$ cat src/rtl/cen_fracgen.sv
// rtl/cen_fracgen.sv - multi-channel fractional clock-enable generator
module cen_fracgen #(
  parameter int                          CHANNELS   = 2,
  parameter int                          ACC_W      = 8,
  parameter logic [CHANNELS*ACC_W-1:0]   NUM        = {8'd1, 8'd1},
  parameter logic [CHANNELS*ACC_W-1:0]   DEN        = {8'd12, 8'd4},
  parameter logic [CHANNELS-1:0]         PAUSE_MASK = {CHANNELS{1'b1}}
) (
  input  logic                clk_sys,
  input  logic                reset,
  input  logic                pause,
  input  logic [1:0]          speed,
  input  logic                resync,
  output logic [CHANNELS-1:0] cen
);

  // Four guard bits hold NUM << 3 and acc + step without overflow.
  localparam int SUM_W = ACC_W + 4;

  for (genvar i = 0; i < CHANNELS; i++) begin : g_ch
    logic [ACC_W-1:0] acc;
    logic             cen_q;
    logic [SUM_W-1:0] num_ext;
    logic [SUM_W-1:0] den_ext;
    logic [SUM_W-1:0] shifted;
    logic [SUM_W-1:0] step;
    logic [SUM_W-1:0] sum;
    logic             frozen;

    assign num_ext = SUM_W'(NUM[i*ACC_W +: ACC_W]);
    assign den_ext = SUM_W'(DEN[i*ACC_W +: ACC_W]);

    // A step equal to DEN saturates the channel at one pulse per cycle.
    assign shifted = num_ext << speed;
    assign step    = (shifted > den_ext) ? den_ext : shifted;
    assign sum     = SUM_W'(acc) + step;
    assign frozen  = pause & PAUSE_MASK[i];

    // Phase accumulator: reset > resync > freeze > run; acc stays below DEN.
    always_ff @(posedge clk_sys) begin
      if (reset) begin
        acc   <= '0;
        cen_q <= 1'b0;
      end else if (resync) begin
        acc   <= '0;
        cen_q <= 1'b0;
      end else if (frozen) begin
        cen_q <= 1'b0;
      end else if (sum >= den_ext) begin
        acc   <= ACC_W'(sum - den_ext);
        cen_q <= 1'b1;
      end else begin
        acc   <= ACC_W'(sum);
        cen_q <= 1'b0;
      end
    end

    assign cen[i] = cen_q;
  end

endmodule

$ cat config.mk
export PLATFORM = sky130hd
export DESIGN_NAME = cen_fracgen
export DESIGN_NICKNAME = d
export VERILOG_FILES = /design/src/rtl/cen_fracgen.sv
export SDC_FILE = /design/constraint.sdc
export NUM_CORES = 1
export LEC_CHECK = 0
export ABC_AREA = 0
export BUFFER_PORTS_ARGS = -buffer_cell sky130_fd_sc_hd__buf_2
export CORE_ASPECT_RATIO = 0.5
export CORE_MARGIN = 5
export CORE_UTILIZATION = 25
export CTS_BUF_LIST = sky130_fd_sc_hd__clkbuf_8
export DETAILED_ROUTE_END_ITERATION = 8
export PLACE_DENSITY_LB_ADDON = 0.3
export RECOVER_POWER = 50
export SKIP_LAST_GASP = 1
export SYNTH_ARGS = -nofsm -noshare
export SYNTH_HDL_FRONTEND = slang
export SYNTH_SLANG_ARGS = --single-unit
$ cat constraint.sdc
create_clock -name clk_sys -period 5.2 [get_ports clk_sys]
set_clock_uncertainty 0.2 [all_clocks]
set_input_delay 0.52 -clock clk_sys [delete_from_list [all_inputs] [get_ports clk_sys]]
set_output_delay 0.52 -clock clk_sys [all_outputs]
set_load 0.1 [all_outputs]
# Yosys cells after proc, flatten, opt, wreduce, memory -nomap -nowiden
# Cells that the tools add are included.
dict set report word_totals {
  register_bits 18
  in_bits 6
}
dict set report op_classes {
  n_lt_le_gt_ge 4
  n_shift 1
  reduce_logical 2
  add_sub_neg 4
  n_mux 6
}
# operator count
set op_table {}
lappend op_table {{adder 8 x 12 -> 12 bit} 2}
lappend op_table {{2-to-1 mux 12 bit} 2}
lappend op_table {{2-to-1 mux 8 bit} 2}
lappend op_table {{>= comparator 12 x 3 -> 1 bit, second input constant} 1}
lappend op_table {{>= comparator 12 x 4 -> 1 bit, second input constant} 1}
lappend op_table {{greater-than comparator 12 x 3 -> 1 bit, second input constant} 1}
lappend op_table {{greater-than comparator 12 x 4 -> 1 bit, second input constant} 1}
lappend op_table {{left shift 1 x 2 -> 12 bit, first input constant} 1}
lappend op_table {{subtractor 8 x 3 -> 8 bit, second input constant} 1}
lappend op_table {{subtractor 8 x 4 -> 8 bit, second input constant} 1}
lappend op_table {{OR reduction 3 bit} 1}
lappend op_table {{2-to-1 mux 1 bit} 2}
lappend op_table {{OR reduction 2 bit} 1}

# Logic depth before layout (Yosys ltp)
dict set report logic_depth {
  ltp_word 6
  ltp_mapped 13
}

# Least setup slack after synthesis
# No wires, ideal clock.
dict set report synth_timing {
  path_kind {input to register}
  from {in speed[0]}
  to {reg g_ch[0].acc[5]}
  arrival_ns 2.801
  n_path_buf 0
  setup_slack_ns 2.129
  path_stages 12
  cell_sequence {nor2_1 -> ha_1 -> inv_1 -> fa_1 -> xnor2_1 -> ha_1 -> nand2_1 -> o211ai_1 -> a21o_1 -> a211oi_4 -> or4_1 -> a21oi_1}
}
dict set report synth_via {
  elab_chain_len 6
  word_cells_on_any_way 7
}
# element line
set synth_rtl {}
lappend synth_rtl {{start, declared} 12} ;# input logic [1:0] speed,
lappend synth_rtl {{left shift 1 x 2 -> 12 bit *} 34} ;# assign shifted = num_ext << speed;
lappend synth_rtl {{greater-than comparator 12 x 3 -> 1 bit} 35} ;# assign step = (shifted > den_ext) ? den_ext : shifted;
lappend synth_rtl {{2-to-1 mux 12 bit *} 35}
lappend synth_rtl {{adder 8 x 12 -> 12 bit *} 36} ;# assign sum = SUM_W'(acc) + step;
lappend synth_rtl {{>= comparator 12 x 3 -> 1 bit / subtractor 8 x 3 -> 8 bit (equally long branches)} {49, 50}}
lappend synth_rtl {{2-to-1 mux 8 bit *} 49} ;# end else if (sum >= den_ext) begin
lappend synth_rtl {{end signal, assigned} 50} ;# acc <= ACC_W'(sum - den_ext);
lappend synth_rtl {{end signal, assigned} 53} ;# acc <= ACC_W'(sum);
lappend synth_rtl {{end, declared} 21} ;# logic [ACC_W-1:0] acc;
# Mark *: on every way between the ends. The rest lies on a longest branch, timed or not.
# A chain may end at the register's enable or synchronous reset.

# Worst setup path in the final report
dict set report layout_timing {
  from {in speed[1]}
  to {reg g_ch[0].acc[5]}
}
# Same word-level chain as after synthesis.

==> impl_results.md <==
* CTS tree: done
* Post CTS Setup Buffer Count at 0
* Core Util, Final at 0.2741
* Nets at 239
* Die area at ~0.0085 mm²
* Fin crit share at 0.6344
* Initial DRC Count at roughly 100
* Slew of the pin with the lowest slew margin at about 1200 ps
* GRT Overall Usage at 0.09605
* Worst IR Drop VDD at around 70 µV
* Synth Warn # at 0
* Status: complete, no violations
* Slew headroom at 0.2287
* Initial core utilization at 0.2531
* Worst setup margin at 1901 ps
* CTS Sinks at 18
* Mapped Cells at between 200 and 250
* WS Path Type: input port to register
* Cell taking the most area after synthesis: dfxtp_1
* Fmax at approximately 300 MHz
* Worst Setup Start Kind: input port
* Dominant cells by area after synthesis: dfxtp_1, ha_1, nor2_1, a21oi_1, xnor2_1
* Worst-Skew Late Latency at between 200 and 300 ps
* Final instance area at 0.001808 mm²
* Inst Count DP at slightly above 300
* # rows at 21
* Setup WS pre-CTS at about 1700 ps
* Post-synthesis sequential area ratio at 0.2159
* Unrepaired setup endpoints after global routing: no
* # DRC at 0
* Non-Filler Instances at 310
* Die X at between 100 and 150 µm
* Pleak at between 0.6 and 0.7 nW
* Antenna-violating nets left at 0
* H-tree depth at 1
* # setup viols final at 0
* Remaining Overflow, GRT at 0
* DR pass1 iterations at 4
* CP required at approximately 5200 ps
* Syn nets at between 200 and 250
* Avg Cell Area, Syn at between 7 and 8 µm²
* Top-count cell post-synth: nor2_1
* Ant diodes at 0
* I/O pin count at 8
* CTS root buffer: clkbuf_8
* Dominant synthesized flop cell: dfxtp_1
* Post-DP Area at between 0.0015 and 0.002 mm²
* Post-CTS Resized at 0
* Final Critical Period at roughly 3300 ps
* Die height at around 68 µm
* Setup TNS at 0 ps
* Initial antenna violation count at 0
* Synth unique cells at 51
* Share of the synthesized area in the top cell type at 0.2159
* First-pass GRT wire length at 6817 µm
* Via count at 1523
* Detailed placement HPWL at 2873 µm
* Final Power at ~0.37 mW
* Share of layout cells above drive strength 1 at 0.07339
* TritonCTS Buffers at 3
* Clock buffer depth at 2
* PwrDens at 204.5 mW/mm²
* Crit path capture type: register
* WHS at 309.0 ps
* Final GP Congestion at approximately 0.8
* Crit path arrival time at 3290 ps
* Wire length per cell at 12.40 µm
* Via/cell ratio at just under 5
* Fin. max-slew vios at 0
* I/O Buffers at 7
* Total core area at ~0.0066 mm²
* Pin count of the biggest net entering global routing at 24
* Crit path max fanout at 6
* Cts hold-fix bufs at 0
* Number of synthesized flops with an enable pin at 0
* Fill cell count at 701
* Synth top cells by count: nor2_1, a21oi_1, dfxtp_1
* Syn Std Cell Area at about 0.0017 mm²
* Clock slew at reported path FFs at 70 ps
* Number of synthesized register bits at 18
* Vias in the first global route at about 1500
* P&R area growth vs syn at 8.321%
* DRT Wirelength at ~3800 µm
* MaxCap Viol Count at 0
* HP Class: register to register
* Fraction of registers with async set/reset at 0
* Final Hold Violating Endpoints at 0
==> routing by layer <==
metal / GRT usage / share of wire
met3: 0.01027 / 0.019
met4: 0.04865 / 0.025
met5: 0 / 0
met2: 0.1669 / 0.46
met1: 0.1209 / 0.50
==> flip-flops by register name (all words and copies together) (netlist names) <==
signal and cells:
g_ch.cen_q 2, g_ch.acc 16
==> where the power goes <==
part	leakage [nW]	internal (mW)	switching, mW	total, mW
combinational	0.517	0.0409	0.0611	0.102
sequential	0.146	0.143	0.00701	0.150
clock	0.0288	0.0674	0.0504	0.118
total	0.692	0.251	0.118	0.370
==> cells in the final DEF (no fill, tap or decap), types with 9 or more instances in the layout <==
cell     instances
inv_1            9
o21ai_0         15
ha_1            12
xnor2_1          9
dfxtp_1         18
nor2_1          26
a21oi_1         19
nand3_1         11
nand2_1         12
==> worst max-delay path: stages <==
cell	delay, ps
clkbuf_1	150
nand2b_1	240
inv_1	110
ha_1	300
a21oi_1	260
o21bai_1	110
xnor2_1	260
ha_1	190
nand2_1	60
o211ai_1	230
a21o_1	170
a211oi_4	70
or4_1	470
a21oi_1	120
==> path summary, 6_finish.rpt <==
check / start / end / slack, ps / depth (start not counted)
max reg2reg: g_ch[0].acc[0] / g_ch[0].acc[5] / 2170 / 11
min: g_ch[1].acc[0] / g_ch[1].acc[0] / 310 / 2
min reg2reg: g_ch[1].acc[0] / g_ch[1].acc[0] / 310 / 2
max: speed[1] / g_ch[0].acc[5] / 1900 / 14
==> final cells by class <==
| type | count | area [µm²] | share of cell area |
|---|---|---|---|
| repair buffers | 7 | 30.03 | 0.01661 |
| multi-input cells | 180 | 1214 | 0.6713 |
| flip-flops and latches | 18 | 360.3 | 0.1993 |
| clock buffers | 4 | 55.05 | 0.03045 |
| inverters | 9 | 33.78 | 0.01869 |
| well taps | 92 | 115.1 | 0.06367 |
==> kinds of logic (layout without fill, tap and decap cells) <==
kind of cell             after synthesis  after routing  synth area share
AO/OA/AOI/OAI                         65             65            0.2594
other                                  1              1          0.002247
XOR/XNOR                              13             13           0.07272
AND/OR/NAND/NOR                       82             82            0.2489
adder cells (fa/ha/maj)               14             14            0.1139
buffers and inverters                 23             20           0.05696
flip-flops                            18             18            0.2159
multiplexers                           5              5           0.02999
No activity file was read; power rests on OpenSTA's default activity.
